## config.mk

```make
export PLATFORM = sky130hd
export DESIGN_NAME = multicycle_control
export DESIGN_NICKNAME = d
export VERILOG_FILES = /design/src/rtl/multicycle_control.sv
export SDC_FILE = /design/constraint.sdc
export NUM_CORES = 1
export LEC_CHECK = 0
export ABC_AREA = 1
export CAP_MARGIN = 30
export CORE_MARGIN = 2
export CORE_UTILIZATION = 63
export CTS_CLUSTER_SIZE = 30
export DETAILED_ROUTE_END_ITERATION = 8
export DONT_BUFFER_PORTS = 1
export PLACE_DENSITY = 0.82
export SYNTH_ARGS = -nofsm -noshare
export SYNTH_HDL_FRONTEND = slang
export SYNTH_SLANG_ARGS = --single-unit
```

## constraint.sdc

```tcl
create_clock -name clk -period 2.79 [get_ports clk]
set_input_delay 0.837 -clock clk [delete_from_list [all_inputs] [get_ports clk]]
set_output_delay 0.837 -clock clk [all_outputs]
set_load 0.02 [all_outputs]
```

## src/rtl/multicycle_control.sv

```systemverilog
// Multicycle RV32 subset control unit: Moore sequencer FETCH/DECODE/EXEC/MEM/WB with
// a sticky TRAP on illegal opcodes or a memory handshake that never completes.
//
// state  | meaning
// FETCH  | read instruction; on mem_ready load IR and PC+4
// DECODE | PC-relative target into ALUOut, pick immediate format
// EXEC   | address / ALU op / branch resolve / jal / lui
// MEM    | data load or store, wait for mem_ready
// WB     | register file write
// TRAP   | illegal instruction or memory timeout, held until reset
module multicycle_control #(
  parameter int ALU_CTRL_W  = 4,
  parameter int TIMEOUT_CYC = 16
) (
  input  logic                  clk,
  input  logic                  rst_n,
  input  logic [6:0]            op,
  input  logic [2:0]            func3,
  input  logic [6:0]            func7,
  input  logic                  alu_zero,
  input  logic                  alu_last_bit,
  input  logic                  mem_ready,
  output logic                  pc_write,
  output logic                  ir_write,
  output logic                  mem_req,
  output logic                  mem_read,
  output logic                  mem_write,
  output logic                  reg_write,
  output logic                  pc_source,
  output logic [1:0]            alu_src_a,
  output logic [1:0]            alu_src_b,
  output logic [1:0]            result_src,
  output logic [ALU_CTRL_W-1:0] alu_control,
  output logic [2:0]            imm_source,
  output logic [2:0]            state,
  output logic                  illegal,
  output logic                  timeout
);

  typedef enum logic [2:0] {
    S_FETCH  = 3'b000,
    S_DECODE = 3'b001,
    S_EXEC   = 3'b010,
    S_MEM    = 3'b011,
    S_WB     = 3'b100,
    S_TRAP   = 3'b101
  } state_t;

  localparam logic [6:0] OP_LW  = 7'b0000011;
  localparam logic [6:0] OP_SW  = 7'b0100011;
  localparam logic [6:0] OP_R   = 7'b0110011;
  localparam logic [6:0] OP_I   = 7'b0010011;
  localparam logic [6:0] OP_BR  = 7'b1100011;
  localparam logic [6:0] OP_JAL = 7'b1101111;
  localparam logic [6:0] OP_LUI = 7'b0110111;

  localparam logic [3:0] ALU_ADD = 4'd0, ALU_SUB = 4'd1, ALU_AND = 4'd2, ALU_OR  = 4'd3,
                         ALU_XOR = 4'd4, ALU_SLT = 4'd5, ALU_SLTU = 4'd6, ALU_SLL = 4'd7,
                         ALU_SRL = 4'd8, ALU_SRA = 4'd9;

  state_t     state_q, state_d;
  logic [7:0] wait_q;
  logic       illegal_q, timeout_q;
  logic       set_illegal, set_timeout;
  logic       wait_hit, op_ok, br_cond;
  logic [3:0] alu_code;
  logic       unused_func7;

  assign unused_func7 = ^{func7[6], func7[4:0]};
  assign state   = state_q;
  assign illegal = illegal_q;
  assign timeout = timeout_q;
  assign alu_control = ALU_CTRL_W'(alu_code);

  // This cycle would be the TIMEOUT_CYC-th one without a handshake
  assign wait_hit = ({1'b0, wait_q} + 9'd1) == 9'(TIMEOUT_CYC);
  assign op_ok = (op == OP_LW) || (op == OP_SW) || (op == OP_R) || (op == OP_I) ||
                 (op == OP_BR) || (op == OP_JAL) || (op == OP_LUI);

  // alt selects SUB over ADD for func3 000 and SRA over SRL for func3 101
  function automatic logic [3:0] alu_decode(input logic [2:0] f3, input logic alt);
    case (f3)
      3'b000:  return alt ? ALU_SUB : ALU_ADD;
      3'b001:  return ALU_SLL;
      3'b010:  return ALU_SLT;
      3'b011:  return ALU_SLTU;
      3'b100:  return ALU_XOR;
      3'b101:  return alt ? ALU_SRA : ALU_SRL;
      3'b110:  return ALU_OR;
      default: return ALU_AND;
    endcase
  endfunction

  always_comb begin
    pc_write = 1'b0; ir_write = 1'b0; mem_req = 1'b0; mem_read = 1'b0;
    mem_write = 1'b0; reg_write = 1'b0; pc_source = 1'b0;
    alu_src_a = 2'b00; alu_src_b = 2'b00; result_src = 2'b00;
    imm_source = 3'b000; alu_code = ALU_ADD; br_cond = 1'b0;
    state_d = state_q; set_illegal = 1'b0; set_timeout = 1'b0;
    case (state_q)
      S_FETCH: begin
        mem_req = 1'b1; mem_read = 1'b1; alu_src_b = 2'b10;
        if (mem_ready) begin
          ir_write = 1'b1; pc_write = 1'b1; state_d = S_DECODE;
        end else if (wait_hit) begin
          set_timeout = 1'b1; state_d = S_TRAP;
        end
      end
      S_DECODE: begin
        alu_src_a = 2'b01; alu_src_b = 2'b01;
        case (op)
          OP_SW:   imm_source = 3'b001;
          OP_BR:   imm_source = 3'b010;
          OP_LUI:  imm_source = 3'b011;
          OP_JAL:  imm_source = 3'b100;
          default: imm_source = 3'b000;
        endcase
        if (op_ok) state_d = S_EXEC;
        else begin
          set_illegal = 1'b1; state_d = S_TRAP;
        end
      end
      S_EXEC: begin
        case (op)
          OP_LW, OP_SW: begin
            alu_src_a = 2'b10; alu_src_b = 2'b01; state_d = S_MEM;
          end
          OP_R: begin
            alu_src_a = 2'b10; alu_code = alu_decode(func3, func7[5]); state_d = S_WB;
          end
          OP_I: begin
            alu_src_a = 2'b10; alu_src_b = 2'b01;
            alu_code = alu_decode(func3, (func3 == 3'b101) && func7[5]);
            state_d = S_WB;
          end
          OP_BR: begin
            alu_src_a = 2'b10; state_d = S_FETCH;
            case (func3[2:1])
              2'b00: begin alu_code = ALU_SUB;  br_cond = alu_zero;     end
              2'b10: begin alu_code = ALU_SLT;  br_cond = alu_last_bit; end
              2'b11: begin alu_code = ALU_SLTU; br_cond = alu_last_bit; end
              default: begin set_illegal = 1'b1; state_d = S_TRAP; end
            endcase
            // func3[0] inverts the sense: bne, bge, bgeu
            if ((func3[2:1] != 2'b01) && (br_cond ^ func3[0])) begin
              pc_write = 1'b1; pc_source = 1'b1;
            end
          end
          OP_JAL: begin
            pc_write = 1'b1; pc_source = 1'b1; state_d = S_WB;
          end
          OP_LUI: begin
            alu_src_a = 2'b11; alu_src_b = 2'b01; state_d = S_WB;
          end
          default: begin set_illegal = 1'b1; state_d = S_TRAP; end
        endcase
      end
      S_MEM: begin
        mem_req = 1'b1;
        if (op == OP_LW) mem_read = 1'b1;
        else mem_write = 1'b1;
        if (mem_ready) state_d = (op == OP_LW) ? S_WB : S_FETCH;
        else if (wait_hit) begin
          set_timeout = 1'b1; state_d = S_TRAP;
        end
      end
      S_WB: begin
        reg_write = 1'b1;
        if (op == OP_LW) result_src = 2'b01;
        else if (op == OP_JAL) result_src = 2'b10;
        state_d = S_FETCH;
      end
      S_TRAP: state_d = S_TRAP;
      default: state_d = S_FETCH;
    endcase
  end

  always_ff @(posedge clk or negedge rst_n) begin
    if (!rst_n) begin
      state_q   <= S_FETCH;
      wait_q    <= '0;
      illegal_q <= 1'b0;
      timeout_q <= 1'b0;
    end else begin
      state_q <= state_d;
      if ((state_d != state_q) || mem_ready) wait_q <= '0;
      else if (mem_req) wait_q <= wait_q + 8'd1;
      illegal_q <= illegal_q | set_illegal;
      timeout_q <= timeout_q | set_timeout;
    end
  end

endmodule

```

* Word-level counts from Yosys, hierarchy flattened
Index checks and enable logic that the tools add are counted.
Storage, ports and cells: register bits after elaboration 13, bits of input ports 22, output and inout port bits 25
Operators by class: $add $sub $neg 2, equality and inequality tests 23, muxes and demuxes 50, bitwise operators 3, reductions and logical operators 21
Operators with widths (number):
- 4-bit case mux with 7 select lines | 2
- 7-bit by 6-bit == test with 1-bit output, second input constant | 3
- 1-bit two-way mux | 21
- 3-bit two-way mux | 7
- 3-bit case mux with 3 select lines | 2
- 8-bit two-way mux | 2
- 3-bit == test, second input constant | 5
- 3-bit case mux with 5 select lines | 1
- 7-bit == test, second input constant | 2
- 3-bit by 2-bit == test with 1-bit output, second input constant | 4
- 1-bit case mux with 2 select lines | 6
- 3-bit case mux with 4 select lines | 1
- 4-bit case mux with 3 select lines | 1
- 8-bit by 1-bit adder with 9-bit output, second input constant | 1
- 9-bit by 5-bit == test with 1-bit output, second input constant | 1
- 8-bit by 1-bit adder with 8-bit output, second input constant | 1
- 2-bit case mux with 2 select lines | 2
- 4-bit OR reduction | 2
- 7-bit by 2-bit == test with 1-bit output, second input constant | 1
- 7-bit by 5-bit == test with 1-bit output, second input constant | 1
- 1-bit logical OR | 7
- 3-bit by 1-bit == test with 1-bit output, second input constant | 2
- 3-bit logical NOT | 2
- 2-bit two-way mux | 3
- other kinds (14) | 19

* Logic depth before layout (Yosys ltp)
Gate-level depths: netlist of the first run.
depth after elaboration 12, mapped depth 13, gate-level depth less buffers 13

* Worst setup path after synthesis of the first run
No wires, ideal clock.
path type input-to-output, start input port op[1], end output port pc_write, arrival time 2.079 ns, required time 1.953 ns, slack -0.126 ns, cell stages on the path 7, path through nand2_1 nor2_1 nand2_1 nor2_1 nand2_1 a21oi_1 or2_2
Between the ends: word-level cells in the longest chain between the ends 3, elaborated cells on any way between the ends 4, those cells by class eq/ne: 2; mux: 2
RTL lines:
- start, declared | line 17 | input logic [6:0] op,
- 7-bit == test | line 124 | case (op)
- 1-bit case mux with 2 select lines (*) | line 124
- 1-bit case mux with 2 select lines (*) | line 100 | case (state_q)
- end, declared | line 23 | output logic pc_write,
Every way passes the cells marked *; elsewhere a longest branch is shown, timed or not.

* Worst setup path after layout of the first run
start input port op[3], end output port alu_control[2]
Between the ends: word-level cells in the longest chain between the ends 3, elaborated cells on any way between the ends 5, those cells by class eq/ne: 3; mux: 2
RTL lines:
- 7-bit == test (tied with other cells) | line 124
- 4-bit case mux with 3 select lines (*) | line 124
- 4-bit two-way mux (*) | line 100
- end, declared | line 33 | output logic [ALU_CTRL_W-1:0] alu_control,
Marks and branches as above.

==> results.md, run 1 <==
- Worst rel slew slack: approximately 70%
- Post-DP Area: 1420 sq um
- Syn nets: about 230
- Crit path time final: ~2.7 ns
- Fmax: 0.371 GHz
- Num CTS Buffers: 3
- Critical-path maximum fanout: 4
- CP Buf/Inv Count: 2
- Post-route ant nets: 0
- Max IR drop VDD: 0.000461 V
- H-tree levels: 1
- Final slew viol count: 0
- Die H: 49.2 um
- Site Rows: 16
- WS Path Type: input pin to output port
- IO Count: 47
- Flop pwr share: ~31%
- Seq/Total Area, Yosys: about 25%
- Vias in the first global route: approximately 1.3k
- Clock transition at the registers of the reported paths: roughly 0.080 ns
- DRT iter0 DRCs: 49
- Mapped Cells: between 200 and 250
- Place WS: 0.125 ns
- First-pass GRT wire length: around 5600 um
- Switch Pwr: ~0.52 mW
- Logic pwr share: between 50% and 60%
- Drt pass-1 iters: 5
- Worst clock skew: between 0.005 and 0.006 ns
- Overall power: about 0.95 mW
- GPL Wtd Cong: 0.876
- Nets: 246
- Hold-fix buffers, CTS: 0
- Core Box Area: 1940 sq um
- Synth Cell Area: around 1300 sq um
- Antenna violations before repair: 0
- Dpl cells: 244
- GRT Overall Usage: roughly 29%
- Via count: around 1.4k
- GR Overflow Total: 0
- Delay of the slowest cell on the worst path: about 0.26 ns
- Slew @ Worst Pin: 0.463 ns
- Clock latency on the worst-skew pair: roughly 0.28 ns
- Number of remaining DRC errors: 0
- Syn avg cell area: approximately 6.3 sq um
- Initial core utilization: between 60 and 70%
- Worst Setup Start Kind: input pin
- Final setup violation count: 0
- IO buf count: 0
- Share of layout cells above drive strength 1: between 20% and 30%
- Pint: between 0.4 and 0.5 mW
- Slowest cell on crit path: nand4_1
- Hold Crit Class: input pin to async pin
- CP endpoint kind: output port
- Period utilization: between 90% and 100%
- CTS tree: yes
- CTS max path bufs: 2
- Final Hold Viols: 0
- Reg2Reg Depth: 10
- CP cell instances: nor2_1 -> nand4_1 -> a21oi_2 -> inv_1 -> a31oi_1 -> buf_4
- CTS Sinks: 13
- RR Startpoint: state[2]
- Switching fraction of total power: ~55%
- LEAKAGE: around 0.70 nW
- Finished Layout Cells: between 200 and 250
- Final core utilization: 74.9%
- Final Cell Area: approximately 1500 sq um
- Die Area: 2420 sq um
- Vias per inst: approximately 5.6
- WL/cell: 12.9 um
- Setup WS post-layout: about 0.093 ns
- Register area: approximately 330 sq um
- Status: completed
- Clock Power Share: 12.5%
- Area of the multi-input gates: roughly 850 sq um
- Root cell of the clock tree: clkbuf_4
- Inserted Diodes: 0
- FF-to-FF setup slack: 0.78 ns
- Ys Warns: 0
- Final WL: approximately 3200 um
- Worst Path Required: approximately 2.0 ns
- Post-DP HPWL: ~2500 um
- Pwr Density: between 600 and 700 nW/um^2
- Die width: about 49 um
- Worst EP arrival: 1.86 ns
- Critical path depth: 6
- Post-synth cell types: 29
- Largest net degree at the start of global routing: 14
- Worst path top cell family by delay: simple AND/OR/NAND/NOR gates
- Post-synthesis register bit count: 13
- Area grow syn2layout: 12.9%
- Reg2reg end: wait_q[2]
- Filler Cell Count: ~180
- Max-Cap Viols: 0
Yosys cell counts:
| cell | number | area [sq um] |
|---|---|---|
| nor2_1 | 28 | 105 |
| a21oi_1 | 8 | 40.0 |
| dfrtp_1 | 13 | 325 |
| or2_2 | 1 | 6.26 |
| xnor2_1 | 1 | 8.76 |
| o2111ai_1 | 1 | 8.76 |
| nand3_4 | 1 | 17.5 |
| inv_2 | 6 | 22.5 |
| clkinv_2 | 1 | 5.00 |
| o21ai_1 | 1 | 5.00 |
| nand3_2 | 3 | 30.0 |
| nor2_2 | 15 | 93.8 |
| a31oi_1 | 3 | 18.8 |
| nand2_4 | 1 | 11.3 |
| inv_1 | 22 | 82.6 |
| a21oi_2 | 1 | 8.76 |
| nor3b_1 | 1 | 7.51 |
| nor3_1 | 2 | 10.0 |
| mux2i_1 | 1 | 10.0 |
| nand3_1 | 17 | 85.1 |
| inv_4 | 2 | 12.5 |
| ha_1 | 1 | 12.5 |
| nand4_1 | 7 | 43.8 |
| nor2_4 | 1 | 11.3 |
| o21ai_0 | 8 | 40.0 |
| nor3_4 | 1 | 16.3 |
| nand2_2 | 5 | 31.3 |
| nand2_1 | 49 | 184 |
| xor2_1 | 4 | 35.0 |
how the worst max path moves through the flow:
stage                  start              to  slack [ns]
floorplan              op[1]        pc_write       0.001
global placement       op[1]  alu_control[0]        0.15
detailed placement     op[3]  alu_control[2]        0.13
CTS                 state[1]  alu_control[2]        0.07
global route           op[3]  alu_control[2]       -0.02
finish                 op[3]  alu_control[2]        0.09
layout make-up:
class                           count  share of cell area, %
Clock buffer                        4                   1.81
Inverter                           31                   8.43
Multi-Input combinational cell    161                   58.3
Sequential cell                    13                   22.4
Tap cell                           27                   2.32
Timing Repair Buffer               13                   6.71
timing repair:
| item | in CTS | in global routing |
|---|---|---|
| hold endpoints to repair | 0 | 0 |
| resized for setup | 0 | 2 |
| buffers inserted | 0 | 1 |
| setup endpoints to repair | 0 | 4 |
logic make-up after synthesis:
kind of cell,Yosys count,synth area share (%)
AOI/OAI and AO/OA,22,9.42
xor gates and xnor gates,5,3.40
adders and majority gates,1,0.971
buffers and inverters,31,9.51
DFF,13,25.2
muxes,1,0.777
and+or+nand+nor,132,50.7
sequential cells by signal, indices dropped and copies added, names as in the netlist:
| name | cells |
|---|---|
| state | 3 |
| illegal | 1 |
| timeout | 1 |
| wait_q | 8 |
power by group through the flow:
stage                     Sequential, mW  Combinational [mW]  Clock, mW
final                              0.293               0.539      0.119
after global routing               0.299               0.601      0.134
after CTS                          0.293               0.538      0.123
after detailed placement           0.297               0.537          0
after global placement             0.294               0.516          0
after floorplan                    0.285               0.451          0
metal layers:
layer | vias to the layer above | routed length (um) | GRT usage [%]
li1 | 696 | - | -
met1 | 624 | 1370 | 37.6
met2 | 58 | 1580 | 48.9
met3 | 6 | 236 | 8.59
met4 | 0 | 27 | 4.76
met5 | - | 0 | 0
per-stage QoR:
step | hold slack [ns] | setup TNS, ns
5_1_grt | 0.212 | -0.0203
6_report | 0.239 | 0
2_1_floorplan | 0.541 | 0
3_3_place_gp | 0.542 | 0
3_5_place_dp | 0.542 | 0
4_1_cts | 0.235 | 0
layout by cell type (no fill, tap or decap), types with 2 or more instances in the layout:
master and count:
inv_1 22, a21oi_1 6, a31oi_1 3, nand2_2 5, inv_4 2, nand3_2 3, nand2_1 49, a21oi_2 3
buf_4 13, nor3_1 2, dfrtp_1 12, nor2_2 15, xor2_1 4, clkbuf_4 3, o21ai_0 8, nand4_1 7
nand3_1 17, nor2_1 28, inv_2 6
No activity file was read; power rests on OpenSTA's default activity.
==> inputs of run 2 (changes only) <==
--- a/config.mk
+++ b/config.mk
@@ -13,6 +13,7 @@
 export DETAILED_ROUTE_END_ITERATION = 8
 export DONT_BUFFER_PORTS = 1
 export PLACE_DENSITY = 0.82
+export SETUP_SLACK_MARGIN = 0.5
 export SYNTH_ARGS = -nofsm -noshare
 export SYNTH_HDL_FRONTEND = slang
 export SYNTH_SLANG_ARGS = --single-unit
==> results.md, run 2 (synthesis gave the netlist of run 1 again) <==
- Clock transition at the registers of the reported paths: 0.09 ns
- Via count: between 1.5k and 2k
- RSZ-0062 raised after global routing: yes
- GPL Wtd Cong: approximately 1
- Share of layout cells above drive strength 1: 43.4%
- Most common cell after layout, fill and taps aside: nand2_1
- Core Box Area: roughly 1900 sq um
- Setup tns final: 0 ns
- IO buf count: 0
- GR Overflow Total: 0
- Dpl cells: 238
- Vias per inst: approximately 6.5
- Worst EP arrival: around 1.8 ns
- Commonest non-fill, non-tap cells in the layout: nand2_1, nor2_1, inv_1, buf_4, nor2_2
- Worst clock skew: about 0.00057 ns
- Filler Cell Count: a little over 70
- Max reg flops: 8
- Status: completed
- Worst Setup Start Kind: input pin
- Fmax: 0.385 GHz
- Nets: around 250
- Post-DP HPWL: between 2000 and 3000 um
- WL/cell: between 15 and 20 um
- Max-Cap Viols: 0
- Slew @ Worst Pin: roughly 0.37 ns
- Setup WS post-layout: ~0.19 ns
- Final setup violation count: 0
- WS Path Type: input pin to output port
- Busiest grt layer: met2
- Num CTS Buffers: 3
- CP cell instances: nand2_8 -> inv_2 -> nand4_1 -> a21oi_2 -> o21ai_1 -> a21oi_2
- Die width: slightly below 50 um
- Final Hold Viols: 0
- Place WS: 0.144 ns
- Largest net degree at the start of global routing: 14
- Crit path time final: about 2.6 ns
- Post-route ant nets: 0
- Reg with most FFs: wait_q
- CTS max path bufs: 2
- Initial core utilization: 66.4%
- Site Rows: 16
- Met2 Use GR: approximately 55%
- Root cell of the clock tree: clkbuf_4
- Worst path top cell family by delay: compound AO/OA/AOI/OAI gates
- Die H: 49.2 um
- Hold-fix buffers, CTS: 0
- Finished Layout Cells: 255
- Die Area: between 2000 and 2500 sq um
- LEAKAGE: about 0.76 nW
- M3 GR Usage: around 7.7%
- Inserted Diodes: 0
- First-pass GRT wire length: ~6200 um
- Period utilization: 93.2%
- Pwr Density: ~640 nW/um^2
- Slowest cell on crit path: a21oi_2
- Antenna violations before repair: 0
- GRT Overall Usage: 32.8%
- Met1 Resource Use GR: between 40% and 50%
- CP endpoint kind: output port
- Max IR drop VDD: 0.000954 V
- Delay of the slowest cell on the worst path: ~0.25 ns
- Hold Crit Class: input pin to async pin
- Worst rel slew slack: approximately three quarters
- IO Count: 47
- Clock latency on the worst-skew pair: 0.29 ns
- Final core utilization: 92.1%
- Final WL: ~4700 um
- Vias in the first global route: 1481
- H-tree levels: 1
- CP Buf/Inv Count: 1
- Worst Path Required: around 2.0 ns
- CTS Sinks: 13
- Final slew viol count: 0
- CP dominant cell by count: a21oi_2
- CTS tree: yes
- Drt pass-1 iters: 5
- Number of remaining DRC errors: 0
- Critical-path maximum fanout: 4
- DRT iter0 DRCs: 95
- Area grow syn2layout: 38.8%
==> run 2: cell count changes in the layout (fill, tap and decap cells not counted), moves of 7 or more <==
cell / change
nand2_1: -7
nor2_4: +10
nor2_1: -9
inv_1: -7
==> run 2: area by class of cell <==
class	count	area, sq um	area share, %
timing repair buffer	19	158	8.81
clock buffer	4	26.3	1.47
tap	27	33.8	1.89
inverter	31	160	8.95
sequential	13	329	18.4
multi-input combinational	161	1080	60.5
==> run 2: final timing paths <==
kind / slack, ns / to / cells after the start / from
setup / recovery: 0.19 / alu_control[0] / 6 / op[1]
min in group clk: 0.65 / illegal / 2 / illegal
hold / removal: 0.23 / state[2] / 0 / rst_n
max in group asynchronous: 2.48 / state[0] / 0 / rst_n
hold reg to reg: 0.65 / illegal / 2 / illegal
setup reg to reg: 0.75 / wait_q[4] / 12 / wait_q[1]
==> run 2: where the power goes <==
part           switching (mW)  internal, mW
clock                  0.0706        0.0556
combinational           0.492         0.219
sequential             0.0862         0.221
==> run 2: repair_timing <==
item / in CTS / in global routing
resized for setup: 30 / 20
pin swaps: 9 / 12
setup buffers: 7 / 6
setup endpoints to repair: 17 / 17
==> run 2: per-layer routing <==
layer	vias to the layer above	share of wire, %
met5	-	0
met4	0	6.7
met3	43	12
met2	170	47
met1	739	35
li1	703	-
==> run 2: metrics by stage <==
step | instance area, sq um | total power [mW] | hold slack, ns
2_1_floorplan | 1390 | 0.750 | 0.541
3_3_place_gp | 1470 | 0.830 | 0.542
3_5_place_dp | 1470 | 0.849 | 0.542
4_1_cts | 1660 | 0.997 | 0.234
5_1_grt | 1790 | 1.21 | 0.213
6_report | 1790 | 1.14 | 0.232
==> inputs of run 3 (changes only) <==
--- a/config.mk
+++ b/config.mk
@@ -8,11 +8,12 @@
 export ABC_AREA = 1
 export CAP_MARGIN = 30
 export CORE_MARGIN = 2
-export CORE_UTILIZATION = 63
+export CORE_UTILIZATION = 65
+export CTS_BUF_LIST = sky130_fd_sc_hd__clkbuf_8
 export CTS_CLUSTER_SIZE = 30
 export DETAILED_ROUTE_END_ITERATION = 8
 export DONT_BUFFER_PORTS = 1
-export PLACE_DENSITY = 0.82
+export PLACE_DENSITY = 0.84
 export SETUP_SLACK_MARGIN = 0.5
 export SYNTH_ARGS = -nofsm -noshare
 export SYNTH_HDL_FRONTEND = slang
==> results.md, run 3 <==
- Syn nets: 228
- Synth Cell Area: roughly 1300 sq um
- IO Count: 47
- Root cell of the clock tree: clkbuf_8
- Syn avg cell area: about 6.3 sq um
- Top FF cell, synth: dfrtp_1
- Die H: approximately 49 um
- Num CTS Buffers: 3
- Hold-fix buffers, CTS: 0
- FFs w/ async S/R, synth: 100%
- Post-synthesis register bit count: 13
- Die width: around 49 um
- Run Error: [ERROR DPL-0033] detailed placement checks failed during check placement.
- Worst EP post-GRT repair: alu_control[0]
- Antenna violations before repair: 0
- Mapped Cells: between 200 and 250
- CTS max path bufs: 2
- Initial core utilization: 67.1%
- Status: did not finish
- Worst EP kind: output port
- Ys Warns: 0
- CTS Sinks: 13
- IO buf count: 0
- Yosys top cell by area: dfrtp_1
- Seq/Total Area, Yosys: 25.2%
- GPL Wtd Cong: between 0.9 and 1
- Synth area leaders: dfrtp_1, nand2_1, nor2_1
- Share of the synthesized area in the top cell type: about a quarter
- Synth cell count leaders: nand2_1, nor2_1, inv_1, nand3_1, nor2_2
- Largest net degree at the start of global routing: 14
- Post-synth cell types: 29
- EDFF count, synth: 0
- Most common cell in the synthesized netlist: nand2_1
- Place WS: between 0.1 and 0.15 ns
- H-tree levels: 1
- Fail Step: 5_1_grt
- Site Rows: 16
- Post-DP HPWL: about 2600 um
run 3: kinds of logic after synthesis:
family          Yosys count  synth area share, %
compound gates           22                 9.42
xor+xnor                  5                 3.40
fa+ha+maj                 1                0.971
buf+inv                  31                 9.51
flops                    13                 25.2
mux                       1                0.777
simple gates            132                 50.7
run 3: through the flow:
stage	hold WS (ns)	utilization, %	instances	cell area [sq um]
3_5_place_dp	0.542	76.5	238	1470
3_3_place_gp	0.542	76.5	238	1470
2_1_floorplan	0.541	-	205	1390
4_1_cts	0.278	89.0	250	1710
run 3: what timing repair did:
item / 4_1_cts
cloned: 0
resized for setup: 40
setup buffers: 8
hold endpoints to repair: 0
endpoints found under the setup margin: 17
pin swaps: 18
==> inputs of run 4 (changes only) <==
==> config.mk (replaced) <==
export PLATFORM = sky130hd
export DESIGN_NAME = multicycle_control
export DESIGN_NICKNAME = d
export VERILOG_FILES = /design/src/rtl/multicycle_control.sv
export SDC_FILE = /design/constraint.sdc
export NUM_CORES = 1
export LEC_CHECK = 0
export ABC_AREA = 1
export CAP_MARGIN = 30
export CORE_AREA = 2 2 63 65
export DETAILED_ROUTE_END_ITERATION = 8
export DIE_AREA = 0 0 65 67
export DONT_BUFFER_PORTS = 1
export PLACE_DENSITY_LB_ADDON = 0.15
export SYNTH_ARGS = -nofsm -noshare
export SYNTH_HDL_FRONTEND = slang
export SYNTH_SLANG_ARGS = --single-unit
==> results.md, run 4 (synthesis gave the netlist of run 1 again) <==
- Switching fraction of total power: about half
- Final Hold Viols: 0
- Vias per inst: just under 5
- GRT Overall Usage: between 10% and 20%
- WL/cell: 11.6 um
- Final Cell Area: around 1500 sq um
- Clock transition at the registers of the reported paths: 0.06 ns
- Vias in the first global route: roughly 1.3k
- Postcts setup bufs: 0
- Share of layout cells above drive strength 1: roughly a quarter
- Reg with most FFs: wait_q
- WS Path Type: input pin to output port
- Post-DP HPWL: between 2000 and 3000 um
- First-pass GRT wire length: 5600 um
- Flop pwr share: between 20 and 30%
- Worst clock skew: about 0.0037 ns
- Hold Crit Class: input pin to async pin
- Die width: 65 um
- Crit path time final: 2.63 ns
- Worst rel slew slack: roughly 72%
- Area grow syn2layout: 17.5%
- Inserted Diodes: 0
- Switch Pwr: about 0.53 mW
- Root cell of the clock tree: clkbuf_8
- Worst Path Required: a little under 2 ns
- Die H: approximately 67 um
- Max-Cap Viols: 0
- Worst Setup Start Kind: input pin
- Period utilization: between 90% and 100%
- GR Overflow Total: 0
- Commonest non-fill, non-tap cells in the layout: nand2_1, nor2_1, inv_1
- Drt pass-1 iters: 7
- RR Startpoint: state[0]
- CP endpoint kind: output port
- LEAKAGE: ~0.72 nW
- Logic pwr share: about 57%
- Final slew viol count: 0
- Max IR drop VDD: between 0.0002 and 0.00025 V
- Overall power: between 1 and 1.5 mW
- Initial core utilization: between 30 and 40%
- Post-route ant nets: 0
- Most common cell after layout, fill and taps aside: nand2_1
- CTS max path bufs: 2
- Nets: roughly 250
- Largest net degree at the start of global routing: 14
- Post-DP Area: approximately 1500 sq um
- DRT iter0 DRCs: approximately 70
- Max reg flops: 8
- Core Box Area: 3610 sq um
- Fmax: approximately 0.38 GHz
- Slew @ Worst Pin: between 0.4 and 0.5 ns
- GPL Wtd Cong: between 0.7 and 0.8
- Die Area: ~4400 sq um
- Setup tns final: 0 ns
- Final WL: about 3100 um
- Critical-path maximum fanout: 4
- CTS Sinks: 13
- Via count: around 1.3k
- Status: completed
- Clock latency on the worst-skew pair: 0.24 ns
- Pwr Density: roughly 670 nW/um^2
- WHS: 0.288 ns
- Number of remaining DRC errors: 0
- IO Count: 47
- CTS tree: yes
- Pint: between 0.4 and 0.5 mW
- Crit path from: op[1]
- Final setup violation count: 0
- Site Rows: 22
- H-tree levels: 1
- Num CTS Buffers: 3
- Antenna violations before repair: 0
- Worst EP arrival: ~1.8 ns
- IO buf count: 0
- Clock Power Share: 16.4%
- Filler Cell Count: around 400
==> run 4: layer usage <==
metal	part of all wire, %	track usage, %	vias up
met5	0	0	-
met4	0.41	3.46	0
met3	5.1	3.21	2
met2	47	26.9	37
met1	48	20.7	579
li1	-	-	696
==> run 4: timing repair <==
item                                    in CTS  in global routing
hold endpoints to repair                     0                  0
hold buffers                                 0                  0
gates resized for setup                      0                  1
endpoints found under the setup margin       0                  1
==> run 4: area by class of cell <==
cell class | instances | area, sq um | share of cell area [%]
Clock buffer | 4 | 45.0 | 2.98
Inverter | 31 | 123 | 8.10
Multi-Input combinational cell | 161 | 848 | 56.0
Sequential cell | 13 | 325 | 21.5
Tap cell | 48 | 60.1 | 3.97
Timing Repair Buffer | 15 | 113 | 7.44
==> run 4: worst max-delay path: stages <==
cell     delay (ns)
nand2_1        0.07
nor2_1         0.17
nand2_1        0.14
a21oi_2        0.18
o21ai_0        0.10
a21oi_1        0.13
buf_4          0.16
==> run 4: final timing paths <==
check                                  to  slack, ns  depth (start not counted)
setup reg to reg                wait_q[3]       0.91                          9
setup / recovery           alu_control[0]       0.16                          7
min in group clk                  timeout       0.62                          2
hold / removal                  wait_q[6]       0.29                          0
hold reg to reg                   timeout       0.62                          2
max in group asynchronous       wait_q[3]       2.43                          0
==> run 4: power by group through the flow <==
stage          clock network (mW)  logic (mW)  registers [mW]
6_report                    0.166       0.576           0.272
5_1_grt                     0.177       0.637           0.278
4_1_cts                     0.171       0.582           0.272
3_5_place_dp                    0       0.578           0.275
3_3_place_gp                    0       0.574           0.275
2_1_floorplan                   0       0.451           0.285
==> run 4: per-stage QoR <==
step / util [%] / worst slack, ns / cells
2_1_floorplan: - / 0.00111 / 205
3_3_place_gp: 40.6 / 0.140 / 268
3_5_place_dp: 40.6 / 0.131 / 268
4_1_cts: 41.9 / 0.125 / 272
5_1_grt: 42.0 / -0.000926 / 272
6_report: 42.0 / 0.161 / 272
